File: config.mk
export PLATFORM = sky130hd
export DESIGN_NAME = bip_tx_scheduler
export DESIGN_NICKNAME = d
export VERILOG_FILES = /design/src/rtl/bip_tx_pkg.sv /design/src/rtl/bip_rr_arbiter.sv /design/src/rtl/bip_tx_scheduler.sv
export SDC_FILE = /design/constraint.sdc
export NUM_CORES = 1
export LEC_CHECK = 0
export CAP_MARGIN = 5
export CELL_PAD_IN_SITES_DETAIL_PLACEMENT = 0
export CELL_PAD_IN_SITES_GLOBAL_PLACEMENT = 2
export CORE_MARGIN = 5
export CORE_UTILIZATION = 23
export CTS_CLUSTER_SIZE = 28
export DETAILED_ROUTE_END_ITERATION = 8
export GPL_TIMING_DRIVEN = 0
export PLACE_DENSITY_LB_ADDON = 0.1
export SETUP_SLACK_MARGIN = 0.3
export SYNTH_ARGS = -nofsm -noshare
export SYNTH_HDL_FRONTEND = slang
export SYNTH_SLANG_ARGS = --single-unit
File: constraint.sdc
create_clock -name i_clock -period 2.4 [get_ports i_clock]
set_input_delay 0.24 -clock i_clock [delete_from_list [all_inputs] [get_ports i_clock]]
set_output_delay 0.24 -clock i_clock [all_outputs]
set_load 0.05 [all_outputs]
File: src/rtl/bip_tx_pkg.sv
// Shared types and constants for the BIP debug-path UART scheduler.
// State encoding, default character width and header tag.
package bip_tx_pkg;

  localparam logic [1:0] IDLE  = 2'd0;
  localparam logic [1:0] START = 2'd1;
  localparam logic [1:0] WAIT  = 2'd2;

  typedef enum logic [1:0] {
    S_IDLE  = IDLE,
    S_START = START,
    S_WAIT  = WAIT
  } state_t;

  localparam int NB_BYTE_DEF = 8;

  localparam logic [3:0] HDR_TAG = 4'hA;

endpackage

File: src/rtl/bip_rr_arbiter.sv
// Combinational round-robin pick: first request at or after ptr.
// The caller owns and advances the pointer.
module bip_rr_arbiter #(
  parameter int N_REQ = 3,
  parameter int PW    = $clog2(N_REQ)
) (
  input  logic [N_REQ-1:0] req,
  input  logic [PW-1:0]    ptr,
  output logic [N_REQ-1:0] grant,
  output logic [PW-1:0]    idx,
  output logic             any
);

  always_comb begin
    int j;
    j     = 0;
    grant = '0;
    idx   = '0;
    any   = 1'b0;
    for (int i = 0; i < N_REQ; i++) begin
      j = (int'(ptr) + i) % N_REQ;
      if (!any && req[j]) begin
        any      = 1'b1;
        grant[j] = 1'b1;
        idx      = PW'(j);
      end
    end
  end

endmodule

File: src/rtl/bip_tx_scheduler.sv
// Round-robin share of the BIP UART TX; words go out MSB byte first.
// Define BIP_TX_HEADER_EN to prefix each frame with {4'hA, winner}.
module bip_tx_scheduler
  import bip_tx_pkg::*;
#(
  parameter int NB_DATA = 16,
  parameter int N_REQ   = 3,
  parameter int NB_BYTE = NB_BYTE_DEF
) (
  input  logic                     i_clock,
  input  logic                     i_reset,
  input  logic [N_REQ-1:0]         i_req_valid,
  input  logic [N_REQ*NB_DATA-1:0] i_req_data,
  output logic [N_REQ-1:0]         o_req_ready,
  output logic [N_REQ-1:0]         o_grant,
  output logic [NB_BYTE-1:0]       o_tx_data,
  output logic                     o_tx_start,
  input  logic                     i_tx_done,
  output logic                     o_busy
);

  localparam int PW = $clog2(N_REQ);
  localparam int NW = NB_DATA / 8;
`ifdef BIP_TX_HEADER_EN
  localparam int NBYTES = NW + 1;
  localparam int SW     = NB_DATA + 8;
`else
  localparam int NBYTES = NW;
  localparam int SW     = NB_DATA;
`endif
  localparam int CW = $clog2(NBYTES + 1);

  state_t             state, state_n;
  logic [PW-1:0]      rr_ptr, rr_ptr_n;
  logic [PW-1:0]      win, win_n;
  logic [CW-1:0]      cnt, cnt_n;
  logic [SW-1:0]      sh, sh_n;
  logic [N_REQ-1:0]   grant, grant_n;
  logic               done_d;
  logic               done_pos;
  logic [N_REQ-1:0]   arb_grant;
  logic [PW-1:0]      arb_idx;
  logic               arb_any;
  logic [NB_DATA-1:0] word;
  logic [SW-1:0]      load;

  bip_rr_arbiter #(
    .N_REQ (N_REQ),
    .PW    (PW)
  ) u_arb (
    .req   (i_req_valid),
    .ptr   (rr_ptr),
    .grant (arb_grant),
    .idx   (arb_idx),
    .any   (arb_any)
  );

  assign done_pos = i_tx_done & ~done_d;
  assign word = i_req_data[arb_idx*NB_DATA +: NB_DATA];

`ifdef BIP_TX_HEADER_EN
  assign load = {HDR_TAG, 4'(arb_idx), word};
`else
  assign load = word;
`endif

  always_comb begin
    state_n     = state;
    rr_ptr_n    = rr_ptr;
    win_n       = win;
    cnt_n       = cnt;
    sh_n        = sh;
    grant_n     = grant;
    o_req_ready = '0;
    o_tx_start  = 1'b0;
    unique case (state)
      S_IDLE: begin
        o_req_ready = arb_grant;
        if (arb_any) begin
          sh_n    = load;
          grant_n = arb_grant;
          win_n   = arb_idx;
          cnt_n   = CW'(NBYTES);
          state_n = S_START;
        end
      end
      S_START: begin
        o_tx_start = 1'b1;
        state_n    = S_WAIT;
      end
      S_WAIT: begin
        if (done_pos) begin
          cnt_n = cnt - 1'b1;
          if (cnt != CW'(1)) begin
            sh_n    = sh << NB_BYTE;
            state_n = S_START;
          end else begin
            grant_n  = '0;
            rr_ptr_n = (win == PW'(N_REQ - 1)) ?
                       '0 : win + 1'b1;
            state_n  = S_IDLE;
          end
        end
      end
      default: state_n = S_IDLE;
    endcase
  end

  // done_d resets high so a done held through reset is not an edge
  always_ff @(posedge i_clock or negedge i_reset) begin
    if (!i_reset) begin
      state  <= S_IDLE;
      rr_ptr <= '0;
      win    <= '0;
      cnt    <= '0;
      sh     <= '0;
      grant  <= '0;
      done_d <= 1'b1;
    end else begin
      state  <= state_n;
      rr_ptr <= rr_ptr_n;
      win    <= win_n;
      cnt    <= cnt_n;
      sh     <= sh_n;
      grant  <= grant_n;
      done_d <= i_tx_done;
    end
  end

  assign o_busy    = (state != S_IDLE);
  assign o_grant   = grant;
  assign o_tx_data = o_busy ? sh[SW-1 -: NB_BYTE] : '0;

endmodule

==> results of run 1 <==
registers in the layout, indices dropped and copies added (netlist names):
signal / flops
cnt: 2
done_d: 1
o_grant: 3
rr_ptr: 2
sh: 16
state: 2
win: 2
cells by family after synthesis:
logic type / Yosys count / synth area share, %
AO/OA/AOI/OAI: 53 / 21.1
adder cells (fa/ha/maj): 5 / 3.28
flip-flops: 28 / 36.8
buffers and inverters: 24 / 5.71
AND/OR/NAND/NOR: 81 / 21.1
multiplexers: 20 / 12.1
layout by cell type, fill, tap and decap left out, drive strengths merged, types with 3 or more instances in the layout:
cell,instances
mux2i,12
nor2b,6
ha,5
o221ai,9
clkbuf,7
nor2,26
a21o,3
nand2,18
o21ai,14
o21a,3
inv,15
a21oi,6
dfrtp,27
nor3,8
mux2,8
nand3,3
a221o,8
and2,9
nand3b,4
clkdlybuf4s50,56
buf,37
cell usage after synthesis (all sizes together), types with 2 or more instances:
master / instances
dfrtp: 27
nor2: 25
nand2: 18
inv: 15
o21ai: 14
mux2i: 12
and2: 9
o221ai: 9
a221o: 8
mux2: 8
nor3: 8
a21oi: 6
buf: 6
nor2b: 6
ha: 5
nand3b: 4
a21o: 3
clkbuf: 3
nand3: 3
o21a: 3
a221oi: 2
nand2b: 2
o22ai: 2
or2: 2
power breakdown:
group | internal (W) | leakage (nW) | switching (W)
clock network | 0.000148 | 0.0288 | 0.000166
registers | 0.000683 | 0.341 | 0.000147
logic | 0.00103 | 1.00 | 0.00135
metal layers:
layer	global-route usage (%)	up-vias	part of all wire (%)
li1	-	949	-
met4	2.76	0	0.89
met5	0	-	0
met3	2.21	5	5.1
met1	18.3	912	50
met2	19.1	56	44
worst paths after layout:
check                       endpoint  depth (start not counted)      start  slack [ps]
max                            sh[1]                         10  rr_ptr[0]           7
max in group asynchronous  rr_ptr[0]                          1    i_reset        1890
min reg2reg                rr_ptr[0]                          1     win[1]         470
max reg2reg                    sh[1]                         10  rr_ptr[0]           7
min in group i_clock          done_d                          1  i_tx_done         400
min                           sh[11]                          1    i_reset          -7
critical path, cell delays in order (launching register included):
cell and delay, ps:
dfrtp_2 470, inv_4 100, ha_4 150, buf_6 120
mux2i_4 230, and4bb_1 260, a221oi_2 280, o21ai_2 120
or2_0 230, buf_4 170, o221ai_1 190
cell type report:
type | count | area [µm²] | share of cell area [%]
plain buffers | 9 | 81.3 | 2.59
clock buffers | 4 | 55.1 | 1.75
inverters | 15 | 58.8 | 1.87
multi-input cells | 160 | 1290 | 41.1
flip-flops and latches | 28 | 707 | 22.5
well taps | 105 | 131 | 4.18
repair buffers | 88 | 817 | 26.0
per-stage QoR:
step	setup TNS [ps]	setup WS, ps	cells
2_1_floorplan	0	22.8	211
3_3_place_gp	-7940	-582	385
3_5_place_dp	-6950	-552	385
4_1_cts	-118	-36.4	404
5_1_grt	-1270	-105	409
6_report	0	7.22	409
repair_timing:
item / in CTS / in global routing
cloned: 1 / 0
setup buffers: 14 / 5
hold endpoints to repair: 0 / 0
gates resized for setup: 83 / 41
pin swaps: 14 / 9
setup endpoints to repair: 36 / 34
==> results.yml, run 1 <==
clock_network:
  tritoncts: "built"
  hold_buffers: 0
  clkSinkCount: 28
  clockRootBuffer: "clkbuf_8"
  clock_latency_ps: 290
  clkTransAtPathRegs_ps: 110
  clockBufferDepth: 2
  htreeDepth: 1
  cts_inserted_buffers: 3
cells_and_area:
  drive_above_1_share_pct: 28.0
  n_antenna_cell: 0
  n_fill_cell: 860
  final_cell_area_mm2: 0.00314
  fin_nets: 364
  final_util_pct: 38.6
  area_growth_syn_to_layout_pct: 64.8
floorplanning:
  die_h_um: 101
  num_io_pins: 70
  core_area_mm2: 0.00813
  die_area_mm2: 0.0102
  start_util_pct: 23.4
  rows: 33
  die-width_um: 101
drt:
  vias: 1922
  postRouteAntennaNets: 0
  drt_iter0_markers: 42
  wire_per_inst_um: 15.7
  viasPerCell: 4.70
  drc: 0
  drt_first_pass_iters: 4
  wirelength_um: 6410
timing:
  drv_slew: 0
  setup_violations: 0
  max_slew_margin_pct: 34.4
  post-route-period-util_pct: 99.7
  finalCriticalPeriod_ps: 2390
  hold_ws_ps: -7.15
  skew_ps: 10.9
  worst-slew-pin-transition_ps: 980
  hold_viol: 3
  rsz0062_at_grt: "yes"
  clock.fmax_mhz: 418
placed_design:
  routabilityCongestion: 0.709
  place_area_mm2: 0.00276
  dpl.hpwl_um: 4560
  portBuffers: 69
global_routing:
  antenna_found_initial: 0
  grt_remaining_overflow: 0
  grt.total_usage_pct: 12.5
  grt_pass1_vias: 1969
  grt_pass1_wl_um: 10200
  grt_max_degree: 29
worst_setup_path:
  timing.critical_path.arrival_ps: 2600
  critical_path_required_ps: 2600
  crit_fanout: 9
  cp-end-kind: "register"
  start_kind: "register"
  crit_type: "register to register"
synth:
  yosysUniqueCellTypes: 45
  yosys_register_bits: 28
  ys_seq_area_share_pct: 36.8
  synth-edff-count: 0
  netlist.area_leader.share_pct: 35.4
  syn_nets: 270
  synth_area_mm2: 0.00191
  synthCells: 211
  synth-main-ff-cell: "dfrtp_1"
  synth_area_leaders: "dfrtp_1 (35%), mux2i_1 (5.8%), nor2_1 (4.7%)"
  yosysWarnings: 0
  synthArstFlopShare_pct: 100
  yosys.area.top_type: "dfrtp_1"
  avgSynthCellArea_um2: 9.04
min_path:
  min_path_type: "input port to asynchronous set/reset pin"
flow_run:
  cap_viol_max_count: 0
run_status:
  outcome: "finished, violations left"
  violations: "negative hold slack"
pwr:
  ir_worst_vdd_v: 0.000487
  cellPowerDensity_mw_per_mm2: 1120
  leakage_nw: 1.37
  total_power_w: 0.00352
(Power assumes the default switching activity.)
==> run 2, diff against run 1 <==
Settings changed: SLEW_MARGIN set to 20.
==> run 2 against run 1 <==
Net effect: the flow now finishes without violations; final area up 1.2%; global-route usage up 0.33 points; combinational power about the same; critical endpoint is now sh[9]; highest routed layer unchanged.
==> results.yml, run 2 (synthesized netlist as in run 1, its figures left out) <==
clock_network:
  clkTransAtPathRegs_ps: 120
  tritoncts: "built"
  htreeDepth: 1
  clock_latency_ps: 290
  clockBufferDepth: 2
  cts_inserted_buffers: 3
  clockRootBuffer: "clkbuf_8"
  clkSinkCount: 28
cells_and_area:
  multi_input_area_mm2: 0.00126
  drive_above_1_share_pct: 27.9
  largest_reg_flops: 16
  fin_cells: 410
  final_common_cell: "clkdlybuf4s50_1"
  n_fill_cell: 857
  n_antenna_cell: 0
  largest-register: "sh"
  seq_area_um2: 706
  fin_nets: 365
  layout_common_cells: "clkdlybuf4s50_1 (56), dfrtp_1 (24), nor2_1 (22)"
  area_growth_syn_to_layout_pct: 66.7
drt:
  wirelength_um: 6450
  drt_iter0_markers: 35
  vias: 1879
  drc: 0
  wire_per_inst_um: 15.7
  postRouteAntennaNets: 0
  drt_first_pass_iters: 4
  viasPerCell: 4.58
timing:
  setup_violations: 0
  max_slew_margin_pct: 31.1
  worst-slew-pin-transition_ps: 1030
  finalCriticalPeriod_ps: 2390
  clock.fmax_mhz: 419
  hold_viol: 0
  setup_slack_ps: 14.6
  post-route-period-util_pct: 99.4
  skew_ps: 16.6
  tns_ps: 0
  rsz0062_at_grt: "yes"
  drv_slew: 0
worst_setup_path:
  timing.critical_path.arrival_ps: 2570
  cp-end-kind: "register"
  critPathCapture: "sh[9]"
  start_kind: "register"
  r2r-end: "sh[9]"
  crit_type: "register to register"
  critPathLaunch: "rr_ptr[1]"
  ff2ff_path_depth: 10
  reg2reg_from: "rr_ptr[1]"
  critical_path_required_ps: 2590
  ff2ff_setup_slack_ps: 10
  crit_fanout: 6
pwr:
  total_power_w: 0.00360
  p_seq_share_pct: 22.8
  cellPowerDensity_mw_per_mm2: 1130
  clkPwrFrac_pct: 10.8
  switching_share_pct: 45.5
  ir_worst_vdd_v: 0.000407
  comb_power_share_pct: 66.4
  power_switching_w: 0.00164
  leakage_nw: 1.37
  p_int_w: 0.00196
floorplanning:
  die-width_um: 101
  core_area_mm2: 0.00813
  die_area_mm2: 0.0102
  start_util_pct: 23.4
  die_h_um: 101
  num_io_pins: 70
  rows: 33
global_routing:
  grt_remaining_overflow: 0
  grt.total_usage_pct: 12.8
  grt_pass1_wl_um: 10500
  grt_pass1_vias: 2051
  grt_max_degree: 28
  antenna_found_initial: 0
placed_design:
  post-place-cells: 386
  portBuffers: 69
  routabilityCongestion: 0.709
  place_ws_ps: -517
  dpl.hpwl_um: 4630
min_path:
  min_path_type: "input port to asynchronous set/reset pin"
flow_run:
  cap_viol_max_count: 0
run_status:
  outcome: "finished, final reports clean"
[run 2: cell types whose count changed in the layout (fill, tap and decap cells not counted), sizes merged]
cell / change
clkdlybuf4s15: +7
buf: -5
clkbuf: -2
bufinv: +1
dlygate4sd2: -1
dlygate4sd3: +1
[run 2: final cells by class]
| cell class | count | area share, % |
|---|---|---|
| multi-input combinational | 160 | 39.6 |
| timing repair buffer | 89 | 27.4 |
| sequential | 28 | 22.2 |
| tap | 105 | 4.13 |
| buffer | 9 | 2.68 |
| inverter | 15 | 1.77 |
| clock buffer | 3 | 1.30 |
| clock inverter | 1 | 0.945 |
[run 2: worst min-delay path by stage]
stage / endpoint / startpoint / slack [ps]
CTS: sh[11] / i_reset / 260
detailed placement: sh[11] / i_reset / 50
floorplan: cnt[0] / i_reset / -60
global placement: rr_ptr[0] / win[1] / 450
global route: sh[11] / i_reset / 250
finish: sh[11] / i_reset / 260
[run 2: power by group through the flow]
stage | logic (W) | registers (W) | clock network [W]
6_report | 0.00239 | 0.000821 | 0.000389
5_1_grt | 0.00258 | 0.000855 | 0.000424
3_3_place_gp | 0.00209 | 0.000821 | 0
2_1_floorplan | 0.00141 | 0.000859 | 0
4_1_cts | 0.00237 | 0.000820 | 0.000405
3_5_place_dp | 0.00209 | 0.000823 | 0
[run 2: worst max-delay path, cell delays in order, from the launching register on]
cell and delay (ps):
dfrtp_2 430, inv_2 70, ha_4 160, buf_8 130, mux2i_4 200, o21ai_4 240, a21oi_2 70, o22ai_4 240
buf_6 170, mux2_4 300, a221o_1 280
[run 2: what timing repair did]
action,in CTS,in global routing
resized for setup,90,17
pin swaps,14,8
hold buffers,1,0
gates cloned,1,0
setup endpoints to repair,35,34
setup buffers,16,2
endpoints found under the hold margin,27,0
[run 2: routing by layer]
| metal | up-vias | GRT usage (%) | part of all wire, % |
|---|---|---|---|
| met5 | - | 0 | 0 |
| met4 | 0 | 2.76 | 0.73 |
| met3 | 4 | 1.94 | 4.6 |
| met2 | 47 | 19.9 | 45 |
| li1 | 949 | - | - |
| met1 | 879 | 18.7 | 50 |
[run 2: metrics by stage]
stage | util [%] | instance area (µm²) | hold WS (ps)
global route | 39.1 | 3180 | 251
CTS | 38.5 | 3140 | 256
finish | 39.1 | 3180 | 261
detailed placement | 34.2 | 2780 | 51.3
floorplan | - | 1940 | -55.6
global placement | 34.0 | 2770 | 447
